## config.mk

```make
export PLATFORM = sky130hd
export DESIGN_NAME = tpu_cmd_arbiter
export DESIGN_NICKNAME = d
export VERILOG_FILES = /design/src/rtl/tpu_cmd_arbiter.sv
export SDC_FILE = /design/constraint.sdc
export NUM_CORES = 1
export LEC_CHECK = 0
export ABC_AREA = 1
export CORE_AREA = 2 2 276 278
export DETAILED_ROUTE_END_ITERATION = 6
export DIE_AREA = 0 0 278 280
export PLACE_DENSITY = 0.55
export SLEW_MARGIN = 20
export SYNTH_ARGS = -nofsm -noshare
export SYNTH_HDL_FRONTEND = slang
export SYNTH_SLANG_ARGS = --single-unit
```

## constraint.sdc

```tcl
create_clock -name clk -period 2.3 [get_ports clk]
set_clock_uncertainty 0.05 [all_clocks]
set_input_delay 0.23 -clock clk [delete_from_list [all_inputs] [get_ports clk]]
set_output_delay 0.23 -clock clk [all_outputs]
set_load 0.1 [all_outputs]
```

## src/rtl/tpu_cmd_arbiter.sv

```systemverilog
// Round-robin arbiter sharing the TPU command-configuration port between NUM_REQ host
// requesters, with registered issue stage, completion tracking and a flush/drain barrier.
module tpu_cmd_arbiter #(
   parameter int NUM_REQ    = 4,
   parameter int IDLE_GUARD = 4,
   parameter int CNT_WIDTH  = 16
) (
   input  logic                              clk,
   input  logic                              rst,
   input  logic [NUM_REQ-1:0]                req_valid,
   output logic [NUM_REQ-1:0]                req_ready,
   input  logic [NUM_REQ-1:0][31:0]          req_addr_a,
   input  logic [NUM_REQ-1:0][31:0]          req_addr_b,
   input  logic [NUM_REQ-1:0][31:0]          req_addr_c,
   input  logic [NUM_REQ-1:0][31:0]          req_addr_d,
   input  logic [NUM_REQ-1:0][7:0]           req_m,
   output logic                              cfg_valid,
   output logic [31:0]                       cfg_addr_a,
   output logic [31:0]                       cfg_addr_b,
   output logic [31:0]                       cfg_addr_c,
   output logic [31:0]                       cfg_addr_d,
   output logic [7:0]                        cfg_m,
   input  logic                              cfg_full,
   input  logic                              sys_idle,
   input  logic                              flush_req,
   output logic                              flush_done,
   output logic [$clog2(NUM_REQ)-1:0]        grant_id,
   output logic                              job_done,
   output logic [CNT_WIDTH-1:0]              issued_cnt,
   output logic                              busy
);

   localparam int ID_W    = $clog2(NUM_REQ);
   localparam int GUARD_W = $clog2(IDLE_GUARD + 1);

   typedef enum logic [1:0] {
      RUN,
      DRAIN,
      FLUSHED
   } state_t;

   state_t             state;
   state_t             state_next;
   logic [ID_W-1:0]    rr_ptr;
   logic [ID_W-1:0]    winner;
   logic               found;
   logic               grant;
   logic               pending;
   logic [GUARD_W-1:0] guard;
   logic               done_cond;

   // Search starts just past the last winner; the extra sum bit keeps the wrap exact
   // for requester counts that are not a power of two.
   always_comb begin
      logic [ID_W:0]   sum;
      logic [ID_W-1:0] cand;
      found  = 1'b0;
      winner = '0;
      sum    = '0;
      cand   = '0;
      for (int k = 1; k <= NUM_REQ; k++) begin
         sum = {1'b0, rr_ptr} + (ID_W + 1)'(k);
         if (sum >= (ID_W + 1)'(NUM_REQ)) begin
            sum = sum - (ID_W + 1)'(NUM_REQ);
         end
         cand = sum[ID_W-1:0];
         if (!found && req_valid[cand]) begin
            found  = 1'b1;
            winner = cand;
         end
      end
   end

   // Requiring cfg_valid low spaces issues two cycles apart, covering the lag of cfg_full.
   always_comb begin
      grant      = rst && (state == RUN) && !flush_req && !cfg_full && !cfg_valid && found;
      req_ready  = grant ? (NUM_REQ'(1) << winner) : '0;
      done_cond  = pending && (guard == '0) && sys_idle;
      job_done   = done_cond && !grant;
      flush_done = (state == DRAIN) && !pending && (guard == '0) && sys_idle;
      busy       = pending;
   end

   always_comb begin
      state_next = state;
      case (state)
         RUN:     if (flush_req)  state_next = DRAIN;
         DRAIN:   if (flush_done) state_next = FLUSHED;
         FLUSHED: if (!flush_req) state_next = RUN;
         default: state_next = RUN;
      endcase
   end

   always_ff @(posedge clk or negedge rst) begin
      if (!rst) begin
         state <= RUN;
      end else begin
         state <= state_next;
      end
   end

   // A new issue outranks a same-cycle completion: pending stays set and the guard reloads.
   always_ff @(posedge clk or negedge rst) begin
      if (!rst) begin
         cfg_valid  <= 1'b0;
         cfg_addr_a <= '0;
         cfg_addr_b <= '0;
         cfg_addr_c <= '0;
         cfg_addr_d <= '0;
         cfg_m      <= '0;
         grant_id   <= '0;
         issued_cnt <= '0;
         rr_ptr     <= ID_W'(NUM_REQ - 1);
         pending    <= 1'b0;
         guard      <= '0;
      end else begin
         cfg_valid <= grant;
         if (grant) begin
            cfg_addr_a <= req_addr_a[winner];
            cfg_addr_b <= req_addr_b[winner];
            cfg_addr_c <= req_addr_c[winner];
            cfg_addr_d <= req_addr_d[winner];
            cfg_m      <= req_m[winner];
            grant_id   <= winner;
            issued_cnt <= issued_cnt + CNT_WIDTH'(1);
            rr_ptr     <= winner;
            pending    <= 1'b1;
            guard      <= GUARD_W'(IDLE_GUARD);
         end else begin
            if (done_cond) begin
               pending <= 1'b0;
            end
            if (guard != '0) begin
               guard <= guard - GUARD_W'(1);
            end
         end
      end
   end

endmodule

```

# Word level (Yosys, flattened, before mapping)
# Index checks and enable logic that the tools add are counted.
# Widths: inputs -> output; s select.
dict set report totals {
  regBits 163
  latchBits 0
  ram_bits 0
  romBits 0
  output_inout_bits 162
  mem_count 0
}
dict set report op_classes {
  addsub 10
  n_mul 0
  n_div 0
  magnitude_cmp 9
  n_eq_ne 5
  n_shift 1
  mux 39
  bitwise_logic 0
  n_reduce_logical 28
}
# operator n
set ops {}
lappend ops {{$bmux 32 s2} 4}
lappend ops {{$mux 32} 4}
lappend ops {{$mux 2} 11}
lappend ops {{$add 16x1->16 const B} 1}
lappend ops {{$bmux 8 s2} 1}
lappend ops {{$lt 2x3->1 const B} 5}
lappend ops {{$logic_and 1x1->1} 14}
lappend ops {{$ge 3x3->1 const B} 4}
lappend ops {{$mux 1} 10}
lappend ops {{$bmux 1 s2} 4}
lappend ops {{$logic_not 1->1} 8}
lappend ops {{$mux 8} 1}
lappend ops {{$sub 2x1->2 const B} 4}
lappend ops {{$add 2x2->3 const B} 2}
lappend ops {{$mux 3} 2}
lappend ops {{$ne 2x2->1 const B} 3}
lappend ops {{$pmux 2 s3} 1}
lappend ops {{$mux 4} 1}
lappend ops {{$reduce_bool 2->1} 2}
lappend ops {{$shl 1x2->4 const A} 1}
lappend ops {{$add 2x1->3 const B} 1}
lappend ops {{$add 2x3->3 const B} 1}
lappend ops {{$logic_not 3->1} 1}
lappend ops {{$reduce_and 3->1} 1}
lappend ops {{other kinds (5)} 5}

# Logic depth before layout (Yosys ltp)
# Gate-level depths: netlist of run 1.
dict set report logic_depth {
  word_depth 18
  depth_mapped 17
  mapped_depth_nobuf 14
}

# Least setup slack after synthesis of run 1
# No wires, ideal clock.
dict set report synth_timing {
  path_type {register -> output}
  startpoint {reg rr_ptr[1]}
  endpoint {out job_done}
  t_arrival_ps 3844
  required_ps 2020
  setup_slack_ps -1824
  path_stages_with_launch 14
  cell_sequence {dfstp_2 buf_4 inv_2 nand2_1 nand2_1 nand2_1 nand2_2 nor2_8 nand3_1 nand2_2 inv_1 buf_2 buf_2 nor3_1}
}
dict set report synth_between {
  elab_chain_len 18
  elab_cells_between_ends 37
  cone_classes {add/sub (8); order compare (4); mux (16); reduce/logical (9)}
}
# item line
set synth_lines {}
lappend synth_lines {{start, declared} 44} ;# logic [ID_W-1:0] rr_ptr;
lappend synth_lines {{start signal, assigned} 113} ;# rr_ptr <= ID_W'(NUM_REQ - 1);
lappend synth_lines {{start signal, assigned} 126} ;# rr_ptr <= winner;
lappend synth_lines {{$add 2x1->3} 62} ;# sum = {1'b0, rr_ptr} + (ID_W + 1)'(k);
lappend synth_lines {{$ge 3x3->1 or $sub 2x1->2 (tied branches)} {63, 64}}
lappend synth_lines {{$mux 2} 63} ;# if (sum >= (ID_W + 1)'(NUM_REQ)) begin
lappend synth_lines {{$bmux 1 s2} 67} ;# if (!found && req_valid[cand]) begin
lappend synth_lines {{$mux 1 (not written as such)} 67}
lappend synth_lines {{$mux 1} 67}
lappend synth_lines {{$logic_not 1->1} 67}
lappend synth_lines {{$logic_and 1x1->1} 67}
lappend synth_lines {{[... 3 more ...]} -}
lappend synth_lines {{$mux 1} 67}
lappend synth_lines {{$logic_not 1->1} 67}
lappend synth_lines {{$logic_and 1x1->1} 67}
lappend synth_lines {{$mux 1 (*)} 67}
lappend synth_lines {{$logic_and 1x1->1 (*)} 76} ;# grant = rst && (state == RUN) && !flush_req && !cfg_full && !cfg_valid && found;
lappend synth_lines {{named net grant} 47} ;# logic grant;
lappend synth_lines {{$logic_not 1->1 (*)} 79} ;# job_done = done_cond && !grant;
lappend synth_lines {{$logic_and 1x1->1 (*)} 79}
lappend synth_lines {{end, declared} 28} ;# output logic job_done,
# Mark *: on every way through the listed nets, which the timed path passes. The rest lies on a longest branch. The select of a mux whose other input is x is not followed.

# Worst setup path after layout of run 1
dict set report layout_timing {
  startpoint {reg rr_ptr[0]}
  endpoint {out req_ready[2]}
}
dict set report layout_between {
  elab_chain_len 17
  elab_cells_between_ends 41
  cone_classes {add/sub (8); order compare (4); shift (1); mux (21); reduce/logical (7)}
}
# item line
set layout_lines {}
lappend layout_lines {{$add 2x1->3} 62}
lappend layout_lines {{$ge 3x3->1 or $sub 2x1->2 (tied branches)} {63, 64}}
lappend layout_lines {{$mux 2} 63}
lappend layout_lines {{$bmux 1 s2} 67}
lappend layout_lines {{$mux 1 (not written as such)} 67}
lappend layout_lines {{$mux 1} 67}
lappend layout_lines {{$logic_not 1->1} 67}
lappend layout_lines {{$logic_and 1x1->1} 67}
lappend layout_lines {{$mux 1} 67}
lappend layout_lines {{$logic_not 1->1} 67}
lappend layout_lines {{$logic_and 1x1->1} 67}
lappend layout_lines {{$mux 1} 67}
lappend layout_lines {{$logic_not 1->1} 67}
lappend layout_lines {{$logic_and 1x1->1} 67}
lappend layout_lines {{$mux 2 or $mux 1 (tied branches)} 67}
lappend layout_lines {{$shl 1x2->4 or $logic_and 1x1->1 (tied branches)} {77, 76}}
lappend layout_lines {{$mux 4 (*)} 77} ;# req_ready = grant ? (NUM_REQ'(1) << winner) : '0;
lappend layout_lines {{end, declared} 11} ;# output logic [NUM_REQ-1:0] req_ready,
# Mark *: on every way between the ends. The rest lies on a longest branch, timed or not. The select of a mux whose other input is x is not followed.

==> out/summary.log, run 1 <==
qor: yosys.synthesis.area 12,410 sq um
qor: die.floorplan.initialDensity 16.51%
qor: setup_path.crit_required 2.02 ns
qor: global_route.first_global_vias 15,710
qor: setup_path.worst_endpoint_data_arrival_time 2.53 ns
qor: clocking.numClockSinks 163
qor: sta.slew_headroom 46.10%
qor: sta.final-hold-violation-count 0
qor: yosys.number_of_synthesized_register_bits 163
qor: global_route.grt-ovfl-total 0
qor: route.route.antenna.remaining_nets 0
qor: setup_path.timing.critical_path.from_type flop
qor: route.mean_routed_wirelength_per_cell 17.89 um
qor: clocking.root_buffer sky130_fd_sc_hd__clkbuf_16
qor: yosys.ys.warnings.count 0
qor: die.die_height 280 um
qor: clocking.clock_path_buffers 2
qor: route.post-route-drc-count 0
qor: global_route.pin_count_of_the_biggest_net_entering_global_routing 92
qor: power_and_ir_drop.leakage 0.01200 uW
qor: placed_design.detailedPlacementHpwl 48.88 mm
qor: cells_and_area.layout.filler_cells 8,092
qor: outcome.failed_checks setup timing
qor: route.first_iter_violations 853
qor: setup_path.slowest_stage sky130_fd_sc_hd__dfstp_2
qor: die.die_area 77,840 sq um
qor: yosys.syn_avg_cell_area 6.379 sq um
qor: setup_path.critical_path.cell_chain buf_4 -> buf_6 -> nand2_2 -> nand2_4 -> nand2_1 -> and2_4 -> nand4_4 -> nand3_4 -> buf_12 -> buf_8 -> nor3_4 -> buf_12
qor: placed_design.gp_congestion 0.9171
qor: power_and_ir_drop.finalPower 46,030 uW
qor: clocking.tritoncts done
qor: die.rows 101
qor: sta.timing.fmax 356.3 MHz
qor: setup_path.endpoint_kind output port
qor: placed_design.place_area 21,370 sq um
qor: yosys.synth-main-ff-cell sky130_fd_sc_hd__dfrtp_1
qor: setup_path.worst_path_most_repeated_cell sky130_fd_sc_hd__buf_12
qor: die.core_area 75,190 sq um
qor: placed_design.port_buffers 714
qor: yosys.syn-num-nets 2,502
qor: sta.final_period_minus_worst_setup_slack 2.807 ns
qor: min_path.worstHoldPathType input port to asynchronous set/reset pin
qor: flow_run.maxCapViolations 0
qor: setup_path.crit_fanout 4
qor: sta.finalSetupViolCount 151
qor: clocking.cts-htree-levels 4
qor: setup_path.worstSetupStartpoint rr_ptr[0]
qor: setup_path.worst-r2r-setup-slack -0.42 ns
qor: sta.drv_slew 0
qor: cells_and_area.finish.net_count 3,329
qor: clocking.number_of_cts_inserted_buffers 17
qor: sta.grt_setup_unrepaired yes
qor: setup_path.rr_startpoint rr_ptr[0]
qor: outcome.outcome finished with violations
qor: global_route.grt_util_all_layers 16.92%
qor: yosys.synth_enable_flop_cells 0
qor: yosys.synth_cell_types 36
qor: route.vias_per_cell 4.218
qor: yosys.synth.yosys.seq_area_share 32.88%
qor: setup_path.max_stage_delay 0.60 ns
qor: yosys.syn_inst 1,946
qor: power_and_ir_drop.p_per_area 1922 nW/um^2
qor: global_route.grt_pass1_wl 98.80 mm
qor: die.die_w 278 um
qor: die.io_pins 715
qor: sta.layout_setup_ws -0.5068 ns
qor: route.drt_pre_antenna_iters 6
qor: cells_and_area.design_area 23,950 sq um
qor: sta.max_slew.worst_pin.slew 0.8085 ns
qor: sta.timing.final.crit_share 122.0%
qor: setup_path.worst-setup-path-type flop to output port
qor: route.via_count 15,890
qor: cells_and_area.area_delta_synth_final 92.95%
qor: global_route.antenna_found_initial 2
qor: route.route.final.wire_length 67.39 mm
qor: clocking.clk_latency 0.48 ns
qor: cells_and_area.drive_gt1_share 19.85%
qor: power_and_ir_drop.vdd_ir_drop_max 0.001313 V
qor: yosys.synth-async-reset-ratio 100.0%
qor: clocking.cts.reportedPaths.clkPinSlew 0.08 ns
[kinds of logic after synthesis]
| family | synth area share, % |
|---|---|
| buf+inv | 17.38 |
| flops | 32.88 |
| simple gates | 42.03 |
| xor+xnor | 1.129 |
| fa+ha+maj | 0.3024 |
| compound gates | 6.289 |
[flip-flops by register name (all words and copies together), names as in the netlist]
register    flops
busy            1
cfg_addr_a     32
cfg_addr_b     32
cfg_addr_c     32
cfg_addr_d     32
cfg_m           8
cfg_valid       1
grant_id        2
guard           3
issued_cnt     16
rr_ptr          2
state           2
[critical path: cells and delay by family, from the launching register on]
family,cells,cell delay [ns]
buf+inv,5,0.70
flops,1,0.60
simple gates,7,0.74
[synth_stat cells (6+ instances only)]
cell type                  number  area share [%]
sky130_fd_sc_hd__xor2_1         6            0.42
sky130_fd_sc_hd__clkbuf_1      36             1.1
sky130_fd_sc_hd__nand2_2        7            0.35
sky130_fd_sc_hd__xnor2_1       10            0.71
sky130_fd_sc_hd__nand4_1      102             5.1
sky130_fd_sc_hd__buf_4         16            0.97
sky130_fd_sc_hd__dfrtp_1      161              32
sky130_fd_sc_hd__nand2_1      616              19
sky130_fd_sc_hd__buf_2         72             2.9
sky130_fd_sc_hd__nand3_1      287              12
sky130_fd_sc_hd__o211ai_2       8            0.81
sky130_fd_sc_hd__or2_1         50             2.5
sky130_fd_sc_hd__o211ai_1      79             4.8
sky130_fd_sc_hd__or2_2         37             1.9
sky130_fd_sc_hd__nor3_1         8            0.32
sky130_fd_sc_hd__nor2_1        19            0.57
sky130_fd_sc_hd__inv_1        391              12
[timing repair]
action                     CTS  global route
buffers inserted            45             8
hold buffers                 1             0
resized for setup          143            42
hold endpoints to repair    19             0
gates cloned                25             2
setup endpoints to repair  148           152
pin swaps                   86            13
[per-stage QoR]
step	instances	setup WS [ns]	utilization (%)	hold WS (ns)	TNS, ns
final	3766	-0.5068	31.86	0.2850	-44.56
after global routing	3766	-0.6446	31.86	0.2776	-66.12
after CTS	3755	-0.5171	31.53	0.2353	-43.66
after detailed placement	3652	-0.2834	28.42	0.2613	-26.23
after global placement	3652	-0.2826	28.42	0.2612	-24.90
after floorplan	1946	-0.4265	-	-0.1156	-1.972
[final timing paths]
path / depth (start not counted) / to
max in group asynchronous: 4 / cfg_addr_b[10]
hold / removal: 3 / cfg_addr_c[27]
min in group clk: 3 / cfg_addr_c[16]
hold reg to reg: 2 / cfg_m[1]
setup reg to reg: 16 / cfg_addr_c[31]
setup / recovery: 12 / req_ready[2]
[layout make-up]
type                            instances  area [sq um]  share of cell area [%]
Timing Repair Buffer                  941          9960                   41.58
Inverter                              394          1494                   6.237
Sequential cell                       163          4083                   17.04
Tap cell                              978          1224                   5.108
Clock inverter                         15         209.0                  0.8723
Antenna cell                            2         5.005                 0.02089
Clock buffer                           17         425.4                   1.776
Multi-Input combinational cell       1256          6555                   27.36
[layer usage]
layer  wire [um]  GRT usage, %
met1       28960         21.36
met2       33300         28.99
met3        3714         3.497
met4        1418         4.906
met5           0             0
[layout by cell type (no fill, tap or decap), drive strengths merged, types with 2 or more instances in the layout]
cell type / n
a21oi: 4
o211ai: 87
nor3: 8
nand3: 289
nand4: 103
buf: 384
bufbuf: 3
clkinv: 5
dfstp: 2
diode: 2
xor2: 6
clkinvlp: 2
bufinv: 2
nand2: 623
clkbuf: 19
dfrtp: 161
or2: 87
clkdlybuf4s50: 551
inv: 400
ha: 3
o21ai: 8
nor4: 2
xnor2: 10
nor2: 23
[where the power goes]
group,total [uW],internal [uW],switching [uW]
Combinational,37900,15200,22700
Clock,3230,1670,1560
Sequential,4870,4050,820
Total,46000,21000,25100
Note: power is estimated with default switching activity, not from simulation.
==> run 2, diff against run 1 <==
- CORE_AREA: 2 2 276 278 -> 5 5 271 273
- CTS_CLUSTER_SIZE: default -> 40
- DIE_AREA: 0 0 278 280 -> 0 0 276 278
- PLACE_DENSITY: 0.55 -> 0.57
==> run 2 against run 1 <==
The flow still finishes with violations (setup timing). Global-route usage down 0.45 points. Sequential power about the same. Wire length fell by 0.86%. Hold slack improved by 0.034 ns. First-iteration DRC count down 11%. Power is 8.1% lower. Critical path type unchanged. Largest power group unchanged.
==> out/summary.log, run 2 (synthesized netlist as in run 1, its figures left out) <==
qor: outcome.outcome finished with violations
qor: outcome.failed_checks setup timing
qor: cells_and_area.final_cell_mix sky130_fd_sc_hd__nand2_1, sky130_fd_sc_hd__clkdlybuf4s50_1, sky130_fd_sc_hd__inv_1, sky130_fd_sc_hd__nand3_1, sky130_fd_sc_hd__buf_4
qor: placed_design.gp_congestion 0.9395 [+2.4%]
qor: cells_and_area.layout.filler_cells 7,637 [-5.6%]
qor: route.via_count 15,630 [-1.6%]
qor: setup_path.rr_startpoint rr_ptr[0]
qor: sta.final.setup.tns -57.74 ns [-13.18 ns]
qor: setup_path.slowest_stage sky130_fd_sc_hd__dfstp_2
qor: sta.final_period_minus_worst_setup_slack 2.863 ns [+0.05658 ns]
qor: die.rows 98 [-3.0%]
qor: route.routed.top_layer met5
qor: clocking.tritoncts done
qor: route.drt_pre_antenna_iters 5 [-1]
qor: global_route.antenna_found_initial 4 [+2]
qor: placed_design.detailedPlacementHpwl 50.81 mm [+3.9%]
qor: power_and_ir_drop.leakage 0.01168 uW [-2.7%]
qor: route.detailroute.wirelength.met3 4.117 mm [+11%]
qor: route.route.antenna.remaining_nets 0 [unchanged]
qor: flow_run.maxCapViolations 0 [unchanged]
qor: cells_and_area.finish.net_count 3,292 [-1.1%]
qor: setup_path.endpoint_kind output port
qor: route.first_iter_violations 755 [-11%]
qor: die.die_w 276 um [-0.72%]
qor: cells_and_area.mostFrequentLayoutCell sky130_fd_sc_hd__nand2_1
qor: clocking.cts-htree-levels 4 [unchanged]
qor: placed_design.dpl.cell_count 3,617 [-0.96%]
qor: setup_path.timing.critical_path.from_type flop
qor: route.met2RoutedLength 33.43 mm [+0.39%]
qor: global_route.grt-ovfl-total 0 [unchanged]
qor: route.routed_length_on_met1 27.58 mm [-4.8%]
qor: setup_path.timing.rr.end cfg_addr_c[20]
qor: route.vias_per_cell 4.221 [about the same]
qor: cells_and_area.design_area 23,200 sq um [-3.1%]
qor: sta.layout_setup_ws -0.5634 ns [-0.05658 ns]
qor: route.post-route-drc-count 0 [unchanged]
qor: setup_path.worst_path_dominant_cell_family simple AND/OR/NAND/NOR gates
qor: global_route.grt_pass1_wl 97.35 mm [-1.5%]
qor: die.floorplan.initialDensity 17.52% [+1.0 points]
qor: placed_design.place_area 21,280 sq um [-0.41%]
qor: die.die_height 278 um [-0.71%]
qor: sta.max_slew.worst_pin.slew 0.7418 ns [-0.06666 ns]
qor: setup_path.worst_endpoint_data_arrival_time 2.58 ns [+0.05 ns]
qor: route.route.final.wire_length 66.81 mm [-0.86%]
qor: clocking.numClockSinks 163 [unchanged]
qor: sta.final-hold-violation-count 0 [unchanged]
qor: cells_and_area.post_layout_nonfiller_instances 3,703 [-1.7%]
qor: die.core_area 70,870 sq um [-5.7%]
qor: clocking.clock_path_buffers 2 [unchanged]
qor: clocking.clk_latency 0.48 ns [about the same]
qor: route.mean_routed_wirelength_per_cell 18.04 um [+0.82%]
qor: min_path.worstHoldPathType input port to asynchronous set/reset pin
qor: clocking.cts.reportedPaths.clkPinSlew 0.07 ns [about the same]
qor: global_route.grt_util_all_layers 16.46% [-0.45 points]
qor: sta.drv_slew 0 [unchanged]
qor: die.io_pins 715 [unchanged]
qor: cells_and_area.area_delta_synth_final 86.91%
qor: sta.final.hold.worst_slack 0.3195 ns [+0.03450 ns]
qor: setup_path.worst-setup-path-type flop to output port
qor: sta.grt_setup_unrepaired yes
qor: clocking.root_buffer sky130_fd_sc_hd__clkbuf_16
qor: placed_design.preCtsSetupSlack -0.3880 ns [-0.1046 ns]
qor: setup_path.critical_path.cell_chain clkinv_4 -> nand2_2 -> nand3_2 -> nand2_4 -> buf_12 -> nor2_8 -> buf_6 -> nand2_4 -> nor2_4 -> nand2_2 -> nand2_4 -> buf_12 -> nor3_4 -> buf_12
qor: setup_path.max_stage_delay 0.61 ns [about the same]
qor: setup_path.number_of_cells_on_the_worst_reg_to_reg_path 16 [unchanged]
qor: clocking.number_of_cts_inserted_buffers 17 [unchanged]
qor: setup_path.worst-r2r-setup-slack -0.54 ns [-0.12 ns]
qor: global_route.pin_count_of_the_biggest_net_entering_global_routing 85 [-7.6%]
qor: power_and_ir_drop.p_per_area 1822 nW/um^2 [-5.2%]
qor: sta.slew_headroom 50.55% [+4.4 points]
qor: setup_path.crit_fanout 7 [+3]
qor: die.die_area 76,730 sq um [-1.4%]
qor: setup_path.worstPathBufferInverterCount 5 [unchanged]
qor: setup_path.crit_required 2.02 ns [about the same]
qor: sta.timing.final.crit_share 124.5% [+2.5 points]
qor: sta.timing.fmax 349.2 MHz [-2.0%]
qor: cells_and_area.drive_gt1_share 18.66% [-1.2 points]
qor: global_route.first_global_vias 15,370 [-2.2%]
qor: sta.finalSetupViolCount 143 [-5.3%]
qor: power_and_ir_drop.vdd_ir_drop_max 0.001098 V [-16%]
qor: placed_design.port_buffers 714 [unchanged]
## run 2: changes by cell type in the layout (fill, tap and decap cells not counted), moves of 3 or more
| cell | before | now |
|---|---|---|
| sky130_fd_sc_hd__buf_12 | 49 | 42 |
| sky130_fd_sc_hd__buf_16 | 29 | 10 |
| sky130_fd_sc_hd__buf_4 | 256 | 259 |
| sky130_fd_sc_hd__buf_6 | 41 | 18 |
| sky130_fd_sc_hd__bufbuf_16 | 3 | 7 |
| sky130_fd_sc_hd__clkbuf_16 | 18 | 21 |
| sky130_fd_sc_hd__clkinv_8 | 4 | 0 |
| sky130_fd_sc_hd__nand3_1 | 259 | 264 |
| sky130_fd_sc_hd__nand3_2 | 25 | 20 |
| sky130_fd_sc_hd__o21ai_0 | 2 | 5 |
## run 2: layout make-up
cell class | instances | area, sq um | area share, %
antenna | 4 | 10.01 | 0.04314
tap | 950 | 1189 | 5.123
timing repair buffer | 904 | 9295 | 40.06
clock buffer | 20 | 456.7 | 1.968
multi-input combinational | 1256 | 6530 | 28.14
sequential | 163 | 4083 | 17.60
clock inverter | 12 | 146.4 | 0.6309
inverter | 394 | 1494 | 6.438
## run 2: routing by layer
metal,vias up,global-route usage (%)
met5,-,0
met3,77,3.666
li1,7677,-
met2,548,28.53
met4,2,5.122
met1,7325,20.48
## run 2: power breakdown
part	internal, uW	switching (uW)
clock network	1690	1500
registers	4050	843
logic	13100	21100
total	18800	23400
## run 2: worst max path at each step
stage | startpoint | endpoint | cells past startpoint
after floorplan | rr_ptr[1] | job_done | 13
after global placement | req_valid[0] | cfg_addr_a[11] | 17
after detailed placement | req_valid[3] | cfg_addr_a[11] | 17
after CTS | rr_ptr[0] | req_ready[2] | 12
after global routing | rr_ptr[0] | req_ready[0] | 14
final | rr_ptr[0] | req_ready[0] | 14
## run 2: through the flow
stage / util [%] / total power (uW)
floorplan: - / 24330
global placement: 30.03 / 33580
CTS: 32.31 / 41650
finish: 32.74 / 42280
detailed placement: 30.03 / 33690
global route: 32.73 / 44900
## run 2: what timing repair did
| action | 4_1_cts | 5_1_grt |
|---|---|---|
| pin swaps | 21 | 14 |
| setup endpoints to repair | 153 | 150 |
| cloned | 12 | 4 |
| hold buffers | 1 | 0 |
| setup buffers | 26 | 8 |
| hold endpoints to repair | 79 | 0 |
| resized for setup | 104 | 31 |
## run 2: worst min-delay path: stages
cell	delay (ns)
sky130_fd_sc_hd__clkbuf_8	0.13
sky130_fd_sc_hd__dlygate4sd3_1	0.61
sky130_fd_sc_hd__buf_12	0.32
